**src/rtl/mul_seq_pkg.sv**
```systemverilog
// Shared definitions for the multi-cycle shift-and-add multiplier sequencer:
// default widths, the ALU op encodings driven on alu_ctrl, and the FSM state type.
package mul_seq_pkg;

  localparam int XLEN_DEF  = 32;
  localparam int CNT_W_DEF = 5;

  localparam logic [2:0] ALU_ADD = 3'b000;
  localparam logic [2:0] ALU_SLL = 3'b001;

  typedef enum logic [1:0] {
    ST_IDLE  = 2'd0,
    ST_ADD   = 2'd1,
    ST_SHIFT = 2'd2,
    ST_DONE  = 2'd3
  } state_t;

endpackage

```
**src/rtl/mul_sequencer.sv**
```systemverilog
// mul_sequencer: low-word 32-bit multiply (MUL) done by borrowing the execute
// stage ALU for a shift-and-add loop. No datapath adder/shifter lives here;
// the ALU is requested through alu_req and its result returns combinationally
// in the same cycle. The multiplier register is shifted locally.
//
// Optional feature: define MUL_SEQ_EARLY_EXIT_EN to leave the loop as soon as
// no set multiplier bits remain (and to skip the loop entirely for op_b == 0).
//
// state    | meaning
// ---------+-------------------------------------------------------------
// ST_IDLE  | waiting for start; operands latched on acceptance
// ST_ADD   | ALU adds multiplicand into the accumulator (multiplier bit 1)
// ST_SHIFT | ALU shifts multiplicand left by one; multiplier shifts right
// ST_DONE  | accumulator copied to result, done pulses for one cycle
module mul_sequencer
  import mul_seq_pkg::*;
#(
  parameter int XLEN  = XLEN_DEF,
  parameter int CNT_W = CNT_W_DEF
) (
  input  logic             clk,
  input  logic             rst_n,
  input  logic             start,
  input  logic [XLEN-1:0]  op_a,
  input  logic [XLEN-1:0]  op_b,
  output logic             busy,
  output logic             done,
  output logic [XLEN-1:0]  result,
  output logic             alu_req,
  output logic [XLEN-1:0]  alu_src_a,
  output logic [XLEN-1:0]  alu_src_b,
  output logic [2:0]       alu_ctrl,
  input  logic [XLEN-1:0]  alu_result
);

  state_t            state_q, state_d;
  logic [XLEN-1:0]   mcand_q, mcand_d;
  logic [XLEN-1:0]   mplier_q, mplier_d;
  logic [XLEN-1:0]   acc_q, acc_d;
  logic [XLEN-1:0]   result_q, result_d;
  logic [CNT_W-1:0]  cnt_q, cnt_d;
  logic              last_iter;

  // The final SHIFT either completes the fixed XLEN iterations or, with early
  // exit, finds no remaining multiplier bits above the one just consumed.
`ifdef MUL_SEQ_EARLY_EXIT_EN
  assign last_iter = (cnt_q == CNT_W'(XLEN - 1)) || ((mplier_q >> 1) == '0);
`else
  assign last_iter = (cnt_q == CNT_W'(XLEN - 1));
`endif

  // State and datapath registers; reset aborts any operation in flight.
  always_ff @(posedge clk or negedge rst_n) begin
    if (!rst_n) begin
      state_q  <= ST_IDLE;
      mcand_q  <= '0;
      mplier_q <= '0;
      acc_q    <= '0;
      result_q <= '0;
      cnt_q    <= '0;
    end else begin
      state_q  <= state_d;
      mcand_q  <= mcand_d;
      mplier_q <= mplier_d;
      acc_q    <= acc_d;
      result_q <= result_d;
      cnt_q    <= cnt_d;
    end
  end

  // Next-state, register updates and ALU request decode.
  always_comb begin
    state_d   = state_q;
    mcand_d   = mcand_q;
    mplier_d  = mplier_q;
    acc_d     = acc_q;
    result_d  = result_q;
    cnt_d     = cnt_q;
    alu_req   = 1'b0;
    alu_ctrl  = ALU_ADD;
    alu_src_a = '0;
    alu_src_b = '0;

    case (state_q)
      ST_IDLE: begin
        if (start) begin
          mcand_d  = op_a;
          mplier_d = op_b;
          acc_d    = '0;
          cnt_d    = '0;
          result_d = '0;
`ifdef MUL_SEQ_EARLY_EXIT_EN
          if (op_b == '0) begin
            state_d = ST_DONE;
          end else if (op_b[0]) begin
            state_d = ST_ADD;
          end else begin
            state_d = ST_SHIFT;
          end
`else
          if (op_b[0]) begin
            state_d = ST_ADD;
          end else begin
            state_d = ST_SHIFT;
          end
`endif
        end
      end

      ST_ADD: begin
        alu_req   = 1'b1;
        alu_ctrl  = ALU_ADD;
        alu_src_a = acc_q;
        alu_src_b = mcand_q;
        acc_d     = alu_result;
        state_d   = ST_SHIFT;
      end

      ST_SHIFT: begin
        alu_req   = 1'b1;
        alu_ctrl  = ALU_SLL;
        alu_src_a = mcand_q;
        alu_src_b = XLEN'(1);
        mcand_d   = alu_result;
        mplier_d  = mplier_q >> 1;
        cnt_d     = cnt_q + CNT_W'(1);
        // mplier_q[1] is the bit that becomes the new LSB after this shift.
        if (last_iter) begin
          state_d = ST_DONE;
        end else if (mplier_q[1]) begin
          state_d = ST_ADD;
        end else begin
          state_d = ST_SHIFT;
        end
      end

      ST_DONE: begin
        result_d = acc_q;
        state_d  = ST_IDLE;
      end

      default: begin
        state_d = ST_IDLE;
      end
    endcase
  end

  assign busy   = (state_q != ST_IDLE);
  assign done   = (state_q == ST_DONE);
  assign result = result_q;

endmodule

```
**config.mk**
```make
export PLATFORM = sky130hd
export DESIGN_NAME = mul_sequencer
export DESIGN_NICKNAME = d
export VERILOG_FILES = /design/src/rtl/mul_seq_pkg.sv /design/src/rtl/mul_sequencer.sv
export SDC_FILE = /design/constraint.sdc
export NUM_CORES = 1
export LEC_CHECK = 0
export ABC_AREA = 0
export BUFFER_PORTS_ARGS = -buffer_cell sky130_fd_sc_hd__clkbuf_2
export CAP_MARGIN = 20
export CORE_MARGIN = 8
export CORE_UTILIZATION = 33
export CTS_CLUSTER_DIAMETER = 30
export DETAILED_ROUTE_END_ITERATION = 8
export PLACE_DENSITY = 0.66
export SYNTH_ARGS = -nofsm -noshare
export SYNTH_HDL_FRONTEND = slang
export SYNTH_SLANG_ARGS = --single-unit
```
**constraint.sdc**
```tcl
create_clock -name clk -period 2.1 [get_ports clk]
set_clock_uncertainty 0.1 [all_clocks]
set_input_delay 0.21 -clock clk [delete_from_list [all_inputs] [get_ports clk]]
set_output_delay 0.21 -clock clk [all_outputs]
set_load 0.01 [all_outputs]
```
Word level (Yosys, flattened, before mapping) --
Index checks and enable logic that the tools add are counted.
Word-level totals: output and inout port bits 102, input bits 99, register bits after elaboration 135, word-level logic and storage cells 39
Cells by class: reduce and logical (&&, ||, !) cells 9, mux-type cells 18, equality and inequality tests 5, $add $sub $neg 1
Operators with widths (number):
- 32-bit case mux with 2 select lines | 6
- 32-bit two-way mux | 3
- 5-bit case mux with 2 select lines | 1
- 2-bit two-way mux | 4
- 2-bit case mux with 4 select lines | 1
- 2-bit nonzero test | 4
- 2-bit AND reduction | 3
- 5-bit by 1-bit adder with 5-bit output, second input constant | 1
- 5-bit == test, second input constant | 1
- 5-bit two-way mux | 1
- 2-bit == test, second input constant | 2
- 2-bit by 1-bit == test with 1-bit output, second input constant | 1
- 2-bit zero test | 1
- 1-bit two-way mux | 2
- 2-bit inequality test, second input constant | 1
- 2-bit OR reduction | 1

Logic depth before layout (Yosys ltp) --
depth in word-level cells 3, mapped depth 9, depth with buffers taken out 6

Worst setup path after synthesis --
No wires, ideal clock.
kind reg2out, start point register state_q[0], end point output port alu_src_a[0], buffers on the path 2, stages on the path, launching flop included 7, arrival 1.544 ns, path slack 0.246 ns, cells stage by stage dfrtp_1 > inv_1 > ha_1 > and2_1 > clkbuf_1 > buf_2 > a22o_1
On the way: cells in the longest elaborated chain, start to end 2, elaborated cells on any way between the ends 3, those cells by class eq/ne: 2; mux: 1
RTL lines:
- start, declared | RTL line mul_sequencer.sv:36 | state_t state_q, state_d;
- start signal, assigned | RTL line mul_sequencer.sv:62 | state_q <= state_d;
- 2-bit == test / 2-bit by 1-bit == test with 1-bit output (equally long branches) | RTL line mul_sequencer.sv:84 | case (state_q)
- 32-bit case mux with 2 select lines (*) | RTL line mul_sequencer.sv:84
- end, declared | RTL line mul_sequencer.sv:30 | output logic [XLEN-1:0] alu_src_a,
Every way passes the cells marked *; elsewhere a longest branch is shown, timed or not.

Final worst setup path --
start point register state_q[1], end point output port alu_src_a[4]
The elaborated chain is that of the path after synthesis.

==> flow_summary.toml <==
[status]
outcome = "finished, violations left"
violations = "negative setup slack"

[layout]
final_cell_mix = "clkbuf_2, dfrtp_1, a22o_1"
fillers = 1626
fin_util_pct = 49.62
num_antenna_cells = 0
layout-drive-gt1-share_pct = 32.30
multi_input_area_um2 = 2614
regArea_um2 = 3353
final_common_cell = "clkbuf_2"
finalInstanceArea_um2 = 9219
synthToLayoutAreaGrowth_pct = 48.07
finalNetCount = 934

[cts]
htreeDepth = 4
clkTransAtPathRegs_ns = 0.06
cts_root_buffer = "clkbuf_16"
cts_tree = "done"
clock-sinks = 134
max-clock-path-buffers = 2
cts_made_buffers = 17
clk-insertion-delay-late_ns = 0.42

[grt]
grt_pass1_vias = 5742
gr-total-overflow = 0
grt_max_degree = 67
grt_pass1_wl_um = 32520
antenna_found_initial = 0
grt_use_total_pct = 17.51

[timing]
fin_crit_sh_pct = 102.1
setup_tns_ns = -0.9186
slew_viol_final = 0
rsz0062_at_grt = "true"
period_minus_slack_ns = 2.144
setup_viol = 33
worst_slack_ns = -0.04431
whs_ns = 0.005105
hold_viol = 0
max_freq_mhz = 466.4

[logic_synthesis]
synthArstFlopShare_pct = 100.0
yosys_warnings = 0
synth_top_area_share_pct = 53.86
yosys.area.top_type = "dfrtp_1"
syn-cell-area_um2 = 6226
synth.area.top_cells = "dfrtp_1, a22o_1, mux2i_1"
avgSynthCellArea_um2 = 11.36
seq_area_frac_synth_pct = 53.86
synth.ff_latch_count = 134
ys_types = 30
syn_inst = 548
synth_enable_flop_cells = 0
ys.flop_type = "dfrtp_1"

[critical_path]
critPathKind = "reg -> out"
slowest_stage = "dfrtp_1"
worst_ep_required_time_ns = 1.79
reg2reg_depth = 7
crit_fanout = 10
max_stage_delay_ns = 0.38
critical_path.cell_chain = "inv_2 > ha_4 > and2_4 > buf_12 > a22o_1 > clkbuf_2"
end_kind = "output pin"
worstSetupStartpointType = "flop"
crit_start = "state_q[1]$_DFFE_PN0P_"
r2r_start = "state_q[0]$_DFFE_PN0P_"
r2r_slack_ns = 0.13
worstReg2RegEnd = "mcand_q[25]$_DFFE_PN0P_"
cp.arrival_ns = 1.83

[placed_design]
port_buffers = 198
place_area_um2 = 7453
dpl.hpwl_um = 12950
gp_congestion = 0.7733

[power_and_ir_drop]
power_density_nw_per_um2 = 1661
total_leakage_power_nw = 4.657
peakVddDrop_v = 0.0008919
p_total_mw = 15.32

[floorplan]
initial_utilization_pct = 33.51
fp.dieArea_um2 = 23520
row_count = 50
ioPinCount = 201
core_um2 = 18580
die-width_um = 153.4
die_h_um = 153.4

[route]
wl_per_cell_um = 19.08
wl_um = 20530
route.detailed.drc = 0
vias = 5388
via_per_inst = 5.007
drtPass1Iterations = 4
ant_nets = 0
drt_iter0_markers = 292

[worst_hold_path]
worstHoldPathType = "in -> reg"
hold-path-endpoint = "mplier_q[28]$_DFFE_PN0P_"
holdCritStartpoint = "op_b[28]"
min_path_cells = 3

[job]
cap_violations = 0
[critical path, delay by kind of cell, from the launching register on]
family                     cells  cell delay (ns)
and+or+nand+nor                1             0.18
DFF                            1             0.38
buffers and inverters          3             0.39
AOI/OAI and AO/OA              1             0.24
adders and majority gates      1             0.22
[report_power, final]
part	internal (mW)	leakage [nW]	switching (mW)
clock	2.29	0.327	1.13
sequential	3.90	1.72	0.956
combinational	3.21	2.61	3.83
total	9.40	4.66	5.92
[metrics by stage]
| stage | setup WS (ns) | cells |
|---|---|---|
| after floorplan | 0.2463 | 549 |
| after global placement | 0.04008 | 949 |
| after detailed placement | -0.01640 | 949 |
| after CTS | -0.06878 | 1076 |
| after global routing | -0.1257 | 1076 |
| final | -0.04431 | 1076 |
[Yosys cell counts (4+ instances only)]
cell / number
inv_1: 4
buf_6: 12
a22o_1: 96
ha_1: 6
o21ai_1: 10
and3_1: 34
nand2_1: 69
o21ai_0: 54
mux2i_1: 64
clkbuf_1: 9
dfrtp_1: 134
buf_2: 27
[state kept, by name, summed over array words and instances (netlist names)]
register	cells
acc_q	32
result	32
mplier_q	31
mcand_q	32
state_q	2
cnt_q	5
[routing by layer]
layer,global-route usage [%],vias up,part of all wire [%]
met5,0,-,0
met3,6.484,31,7.3
met1,20.62,2606,43
met2,28.54,183,47
li1,-,2568,-
met4,6.906,0,2.4
[kinds of logic after synthesis]
logic type | synth area share (%)
AOI/OAI and AO/OA | 19.94
adders and majority gates | 1.206
DFF | 53.86
and+or+nand+nor | 8.702
buffers and inverters | 5.727
muxes | 10.51
other | 0.06023
[final cells by class]
class                      count  area share, %
clock buffer                  20          4.954
clock inverter                12          2.416
inverter                       4         0.1629
multi-input combinational    359          28.35
sequential                   134          36.37
tap                          234          3.176
timing repair buffer         313          24.57
[how the worst max path moves through the flow]
stage               endpoint
6_report        alu_src_a[4]
4_1_cts        alu_src_a[27]
2_1_floorplan   alu_src_a[0]
3_3_place_gp   alu_src_a[27]
5_1_grt        alu_src_a[27]
3_5_place_dp   alu_src_a[29]
[timing repair]
action,4_1_cts,5_1_grt
pin swaps,4,1
endpoints found under the hold margin,219,0
resized for setup,20,14
buffers inserted,6,0
endpoints found under the setup margin,34,77
cloned,3,0
hold buffers,86,0
No activity file was read; power rests on OpenSTA's default activity.
